## src/rtl/load_extend_unit.sv

```systemverilog
// Load-data alignment and sign/zero extension for the writeback path.
// A combinational extractor feeds a 2-entry FIFO with valid/ready on both sides.
module load_extend_unit #(
  parameter int XLEN             = 32,
  parameter int OFFS_W           = $clog2(XLEN/8),
  parameter bit ALLOW_MISALIGNED = 1'b0
) (
  input  logic              clk,
  input  logic              rst_n,
  input  logic              in_valid,
  output logic              in_ready,
  input  logic [XLEN-1:0]   in_data,
  input  logic [OFFS_W-1:0] in_offset,
  input  logic [2:0]        in_funct3,
  input  logic              in_extend_en,
  output logic              out_valid,
  input  logic              out_ready,
  output logic [XLEN-1:0]   out_data,
  output logic              out_err
);

  localparam int NBYTES = XLEN / 8;

  logic [XLEN-1:0] shifted;
  logic [XLEN-1:0] ext_data;
  logic [XLEN-1:0] res_data;
  logic            res_err;
  logic            field_msb;
  logic            sign_bit;
  logic            illegal;
  logic            misaligned;
  logic            overrun;
  int              fbytes;
  int              fbits;

  always_comb begin
    shifted = in_data >> {in_offset, 3'b000};
    fbytes  = 1 << in_funct3[1:0];
    fbits   = fbytes * 8;

    case (in_funct3[1:0])
      2'b00:   field_msb = shifted[7];
      2'b01:   field_msb = shifted[15];
      2'b10:   field_msb = shifted[31];
      default: field_msb = shifted[XLEN-1];
    endcase
    sign_bit = field_msb & ~in_funct3[2];

    ext_data = '0;
    for (int i = 0; i < XLEN; i++) begin
      ext_data[i] = (i < fbits) ? shifted[i] : sign_bit;
    end

    illegal    = (in_funct3 == 3'b111) ||
                 ((XLEN == 32) && ((in_funct3 == 3'b011) || (in_funct3 == 3'b110)));
    misaligned = ((int'(in_offset) & (fbytes - 1)) != 0);
    overrun    = (int'(in_offset) + fbytes) > NBYTES;

    res_err  = 1'b0;
    res_data = in_data;
    if (in_extend_en) begin
      // Misaligned fields are only tolerated when enabled and still inside the word.
      res_err  = illegal || (misaligned && (!ALLOW_MISALIGNED || overrun));
      res_data = res_err ? '0 : ext_data;
    end
  end

  logic [XLEN:0] mem [2];
  logic          wr_ptr;
  logic          rd_ptr;
  logic [1:0]    count;
  logic          push;
  logic          pop;

  assign in_ready  = (count < 2'd2);
  assign out_valid = (count != 2'd0);
  assign push      = in_valid && in_ready;
  assign pop       = out_valid && out_ready;
  assign {out_err, out_data} = mem[rd_ptr];

  always_ff @(posedge clk) begin
    if (!rst_n) begin
      mem[0] <= '0;
      mem[1] <= '0;
      wr_ptr <= 1'b0;
      rd_ptr <= 1'b0;
      count  <= 2'd0;
    end else begin
      if (push) begin
        mem[wr_ptr] <= {res_err, res_data};
        wr_ptr      <= ~wr_ptr;
      end
      if (pop) begin
        rd_ptr <= ~rd_ptr;
      end
      case ({push, pop})
        2'b10:   count <= count + 2'd1;
        2'b01:   count <= count - 2'd1;
        default: count <= count;
      endcase
    end
  end

endmodule

```

## config.mk

```make
export PLATFORM = sky130hd
export DESIGN_NAME = load_extend_unit
export DESIGN_NICKNAME = d
export VERILOG_FILES = /design/src/rtl/load_extend_unit.sv
export SDC_FILE = /design/constraint.sdc
export NUM_CORES = 1
export LEC_CHECK = 0
export ABC_AREA = 1
export ABC_CLOCK_PERIOD_IN_PS = 2300
export BUFFER_PORTS_ARGS = -buffer_cell sky130_fd_sc_hd__buf_2
export CORE_AREA = 3 3 90 92
export DETAILED_ROUTE_END_ITERATION = 8
export DIE_AREA = 0 0 93 95
export GPL_ROUTABILITY_DRIVEN = 0
export PLACE_DENSITY = 0.77
export RECOVER_POWER = 25
export SLEW_MARGIN = 30
export SYNTH_ARGS = -nofsm -noshare
export SYNTH_HDL_FRONTEND = slang
export SYNTH_SLANG_ARGS = --single-unit
export TNS_END_PERCENT = 20
```

## constraint.sdc

```tcl
create_clock -name clk -period 2.3 [get_ports clk]
set_input_delay 0.115 -clock clk [delete_from_list [all_inputs] [get_ports clk]]
set_output_delay 0.115 -clock clk [all_outputs]
set_load 0.01 [all_outputs]
```

Word level (Yosys, flattened, before mapping)
Memory sizes are Yosys's and may differ from the RTL's. A register that Yosys moved wholly into a read port is not among the register bits.
Index checks and enable logic that the tools add are counted.
{"block": "word_totals", "regBits": 4, "mem_bits_rw": 66, "input_bits": 42, "output_inout_bits": 35, "word_cells": 109, "n_memories": 1}
{"block": "classes", "addsub": 3, "magnitude_cmp": 33, "eq_ne": 6, "n_shift": 2, "muxes": 46, "bitwise_logic": 5, "reduce_logical": 10}
{"name": "mem", "words": 2, "width": 33, "rd": 1, "rd_ports_with_merged_regs": 1, "wr": 2, "line_no": "68", "source": "logic [XLEN:0] mem [2];"}
{"cell": "6-bit by 32-bit < comparator with 1-bit output, first input constant", "n": 16}
{"cell": "5-bit by 32-bit < comparator with 1-bit output, first input constant", "n": 8}
{"cell": "4-bit by 32-bit < comparator with 1-bit output, first input constant", "n": 4}
{"cell": "3-bit by 32-bit < comparator with 1-bit output, first input constant", "n": 2}
{"cell": "32-bit two-way mux", "n": 2}
{"cell": "1-bit two-way mux", "n": 41}
{"cell": "33-bit two-way mux", "n": 1}
{"cell": "33-bit OR reduction", "n": 1}
{"cell": "3-bit by 32-bit AND with 32-bit output", "n": 1}
{"cell": "1-bit by 32-bit < comparator with 1-bit output, first input constant", "n": 1}
{"cell": "2-bit by 32-bit < comparator with 1-bit output, first input constant", "n": 1}
{"cell": "32-bit nonzero test", "n": 1}
{"cell": "1-bit by 2-bit left shift with 32-bit output, first input constant", "n": 1}
{"cell": "32-bit by 5-bit >> shifter with 32-bit output", "n": 1}
{"cell": "32-bit by 2-bit subtractor with 32-bit output, second input constant", "n": 1}
{"cell": "3-bit equality test, second input constant", "n": 2}
{"cell": "2-bit by 1-bit equality test with 1-bit output, second input constant", "n": 2}
{"cell": "2-bit one-hot mux with 2 select lines", "n": 1}
{"cell": "2-bit nonzero test", "n": 2}
{"cell": "3-bit by 2-bit equality test with 1-bit output, second input constant", "n": 1}
{"cell": "1-bit logical OR", "n": 3}
{"cell": "1-bit NOT", "n": 3}
{"cell": "2-bit by 1-bit adder with 2-bit output, second input constant", "n": 1}
{"cell": "2-bit equality test, second input constant", "n": 1}
{"cell": "other kinds (6)", "n": 7}

Logic depth before layout (Yosys ltp)
{"block": "logic_depth", "word_depth": 8, "depth_mapped": 11, "depth_no_buf": 10}

Worst setup path before layout
Ideal clock, no wire load.
{"block": "synth_path", "path_kind": "reg2reg", "start": "register count[1]", "end": "memory mem[0][0] (netlist name) (enable)", "setup_ns": 0.391, "arrival_ns": 1.722, "required_ns": 1.909, "setup_slack_ns": 0.187, "stages_incl_launch_ff": 7, "path_buffers": 1, "period_less_slack_ns": 2.113, "cell_sequence": "dfxtp_1 -> inv_1 -> nand2_1 -> nor2_1 -> nand2_1 -> clkbuf_1 -> nand2_1"}
{"item": "start, declared", "line_no": "71", "source": "logic [1:0] count;"}
{"item": "start signal, assigned", "line_no": "97", "source": "2'b10: count <= count + 2'd1;"}
{"item": "start signal, assigned", "line_no": "98", "source": "2'b01: count <= count - 2'd1;"}
{"item": "start signal, assigned", "line_no": "99", "source": "default: count <= count;"}
{"item": "end, declared", "line_no": "68"}

==> metrics.yaml <==
place:
  hpwlAfterDp_um: 6970
  numPortBuffers: 76
  post-place-ws_ps: 161
sta:
  layout_setup_ws_ps: 490
  fin_setup_tns_ps: 0
  skew_ps: 7.78
  slew_headroom_pct: 48.1
  fmax_mhz: 552
  worstMarginPinSlew_ps: 778
  rsz0062_at_grt: "false"
  drv_slew: 0
  hold_viol: 0
  setup_viol: 0
  min_period_ps: 1810
  timing.final.crit_share_pct: 78.7
drt:
  via_per_inst: 5.62
  drt-initial-drc-count: 300
  wl_um: 10200
  drtPass1Iterations: 5
  ant_nets: 0
  via_count: 3530
  drc_errors: 0
  wire_per_inst_um: 16.3
power_and_ir_drop:
  power.leakage_nw: 1.96
  power_density_nw_per_um2: 757
  ir_worst_vdd_uv: 375
final_layout:
  nets: 569
  drive_gt1_share_pct: 28.5
  final_util_pct: 64.8
  filler_cell_count: 637
  multi_input_area_um2: 1770
  seq_area_um2: 2080
  most-common-layout-cells: "105 x nand2_1, 78 x a21oi_1, 74 x buf_2, 66 x edfxtp_1, 46 x nor2_1"
  layout_commonest_cell: "nand2_1"
  syn2layout_area_growth_pct: 16.3
  diodes: 0
critical_path:
  startpoint: "in_funct3[1]"
  rr_startpoint: "count[1]"
  r2r_cells: 6
  worst_path_max_delay_cell: "ha_1"
  cp.required_ps: 2390
  end_kind: "flip-flop"
  crit_fanout: 32
  rr_endpoint: "mem[0][16]"
  r2r_slack_ps: 600
  start_kind: "input pin"
  path_cells: "buf_2 -> nor2_4 -> inv_1 -> ha_1 -> o22ai_2 -> nor2_4 -> nand2_4 -> nor2_1 -> a21oi_1 -> nor2_1"
  arrival_ps: 1900
  worstSetupPathType: "input pin to flip-flop"
  slowest_delay_ps: 310
logic_synthesis:
  synth_top_area_share_pct: 48.8
  synth_cell_type_count: 24
  synth-seq-area-share_pct: 51.2
  syn_area_um2: 4060
  yosys-top-cells-area: "edfxtp_1 49%, nand2_1 9.7%, a21oi_1 9.6%"
  yosys.area.top_type: "edfxtp_1"
  syn_nets: 498
  ys_seq_elements: 71
  syn_area_per_cell_um2: 8.97
  ys_warn_count: 0
  syn_inst: 453
global_routing:
  grt_usage_pct: 24.2
  antenna_found_initial: 0
  grt_pass1_vias: 3383
  grt_max_degree: 35
  overflow: 0
  grt_pass1_wl_um: 16400
min_path:
  hp-start: "rst_n"
  holdPathStages: 3
  hp-class: "input pin to flip-flop"
  worstHoldEndpoint: "count[1]"
clocking:
  clockBufferDepth: 2
  cts.hold.buffers_added: 0
  insertion_delay_ps: 350
  cts_tree: "done"
  ctsResizeCount: 0
  clkTransAtPathRegs_ps: 80
  cts-root-buf: "clkbuf_8"
  cts_sinks: 71
  ctsHtreeMaxLevel: 3
  cts_buffers: 9
  post_cts_buffers: 0
die:
  fp.dieW_um: 93
  io_pins: 77
  fp.coreArea_um2: 7290
  rows: 31
  start_util_pct: 55.7
  fp.dieArea_um2: 8840
  die_h_um: 95
run_status:
  status: "complete, no violations"
run:
  cap_violations: 0
-- logic make-up after synthesis --
logic type,synth area share (%)
compound gates,14.9
fa+ha+maj,0.924
buf+inv,5.11
flops,51.2
mux,9.15
simple gates,18.7
-- critical path: cells and delay by family --
kind / cells / cell delay (ps)
buf+inv: 2 / 350
simple gates: 5 / 680
fa+ha+maj: 1 / 310
compound gates: 2 / 400
-- state kept, by name, summed over array words and instances, names as in the netlist, named ones only --
| register | flops |
|---|---|
| mem | 66 |
| wr_ptr | 1 |
| count | 2 |
| rd_ptr | 1 |
-- synthesized netlist by cell type --
library cell  instances
nor2_1               46
clkbuf_1             14
o22ai_2               1
inv_1                14
nand4_1               1
nand3_1              22
nand2_1             105
edfxtp_1             66
a21oi_2               6
buf_6                 1
o21ai_0              30
buf_2                10
nor2_4                2
a21oi_1              78
clkinv_1              2
buf_4                 3
nand2_4               1
inv_2                 3
dfxtp_1               5
nor3_1                2
mux2_2               33
nor2_2                2
ha_1                  3
nand2_2               3
-- through the flow --
stage	std cells	area, um^2	hold WS (ps)	power [mW]
3_3_place_gp	612	4520	420	2.52
6_report	628	4720	59.1	3.58
2_1_floorplan	453	4060	337	2.23
4_1_cts	628	4740	44.2	3.59
3_5_place_dp	612	4520	430	2.54
5_1_grt	628	4720	70.8	3.74
-- where the power goes --
part | total, mW | leakage (nW) | switching [mW] | internal (mW)
sequential | 1.59 | 0.732 | 0.0341 | 1.56
clock | 1.07 | 0.105 | 0.508 | 0.558
combinational | 0.916 | 1.12 | 0.560 | 0.356
total | 3.58 | 1.96 | 1.10 | 2.47
-- routing by layer --
metal  GRT usage [%]  vias to the layer above  wire length [um]
li1                -                     1711                 -
met1            33.3                     1648              4620
met2            37.7                      144              4720
met3            5.02                       27               685
met4            9.16                        0               214
met5               0                        -                 0
-- worst max-delay path by stage --
| stage | endpoint | slack [ps] | depth (start not counted) |
|---|---|---|---|
| 6_report | mem[0][2] | 490 | 10 |
| 2_1_floorplan | mem[0][0] | 190 | 6 |
| 3_3_place_gp | mem[0][1] | 260 | 10 |
| 3_5_place_dp | mem[0][2] | 160 | 10 |
| 5_1_grt | mem[1][2] | 340 | 10 |
| 4_1_cts | out_data[4] | 520 | 3 |
-- cell type report --
| class | count | share of cell area (%) |
|---|---|---|
| clock buffer | 12 | 3.97 |
| clock inverter | 4 | 0.689 |
| inverter | 19 | 1.51 |
| multi-input combinational | 335 | 37.5 |
| sequential | 71 | 44.1 |
| tap | 99 | 2.62 |
| timing repair buffer | 88 | 9.59 |
Power figures use the tool's default switching activity.
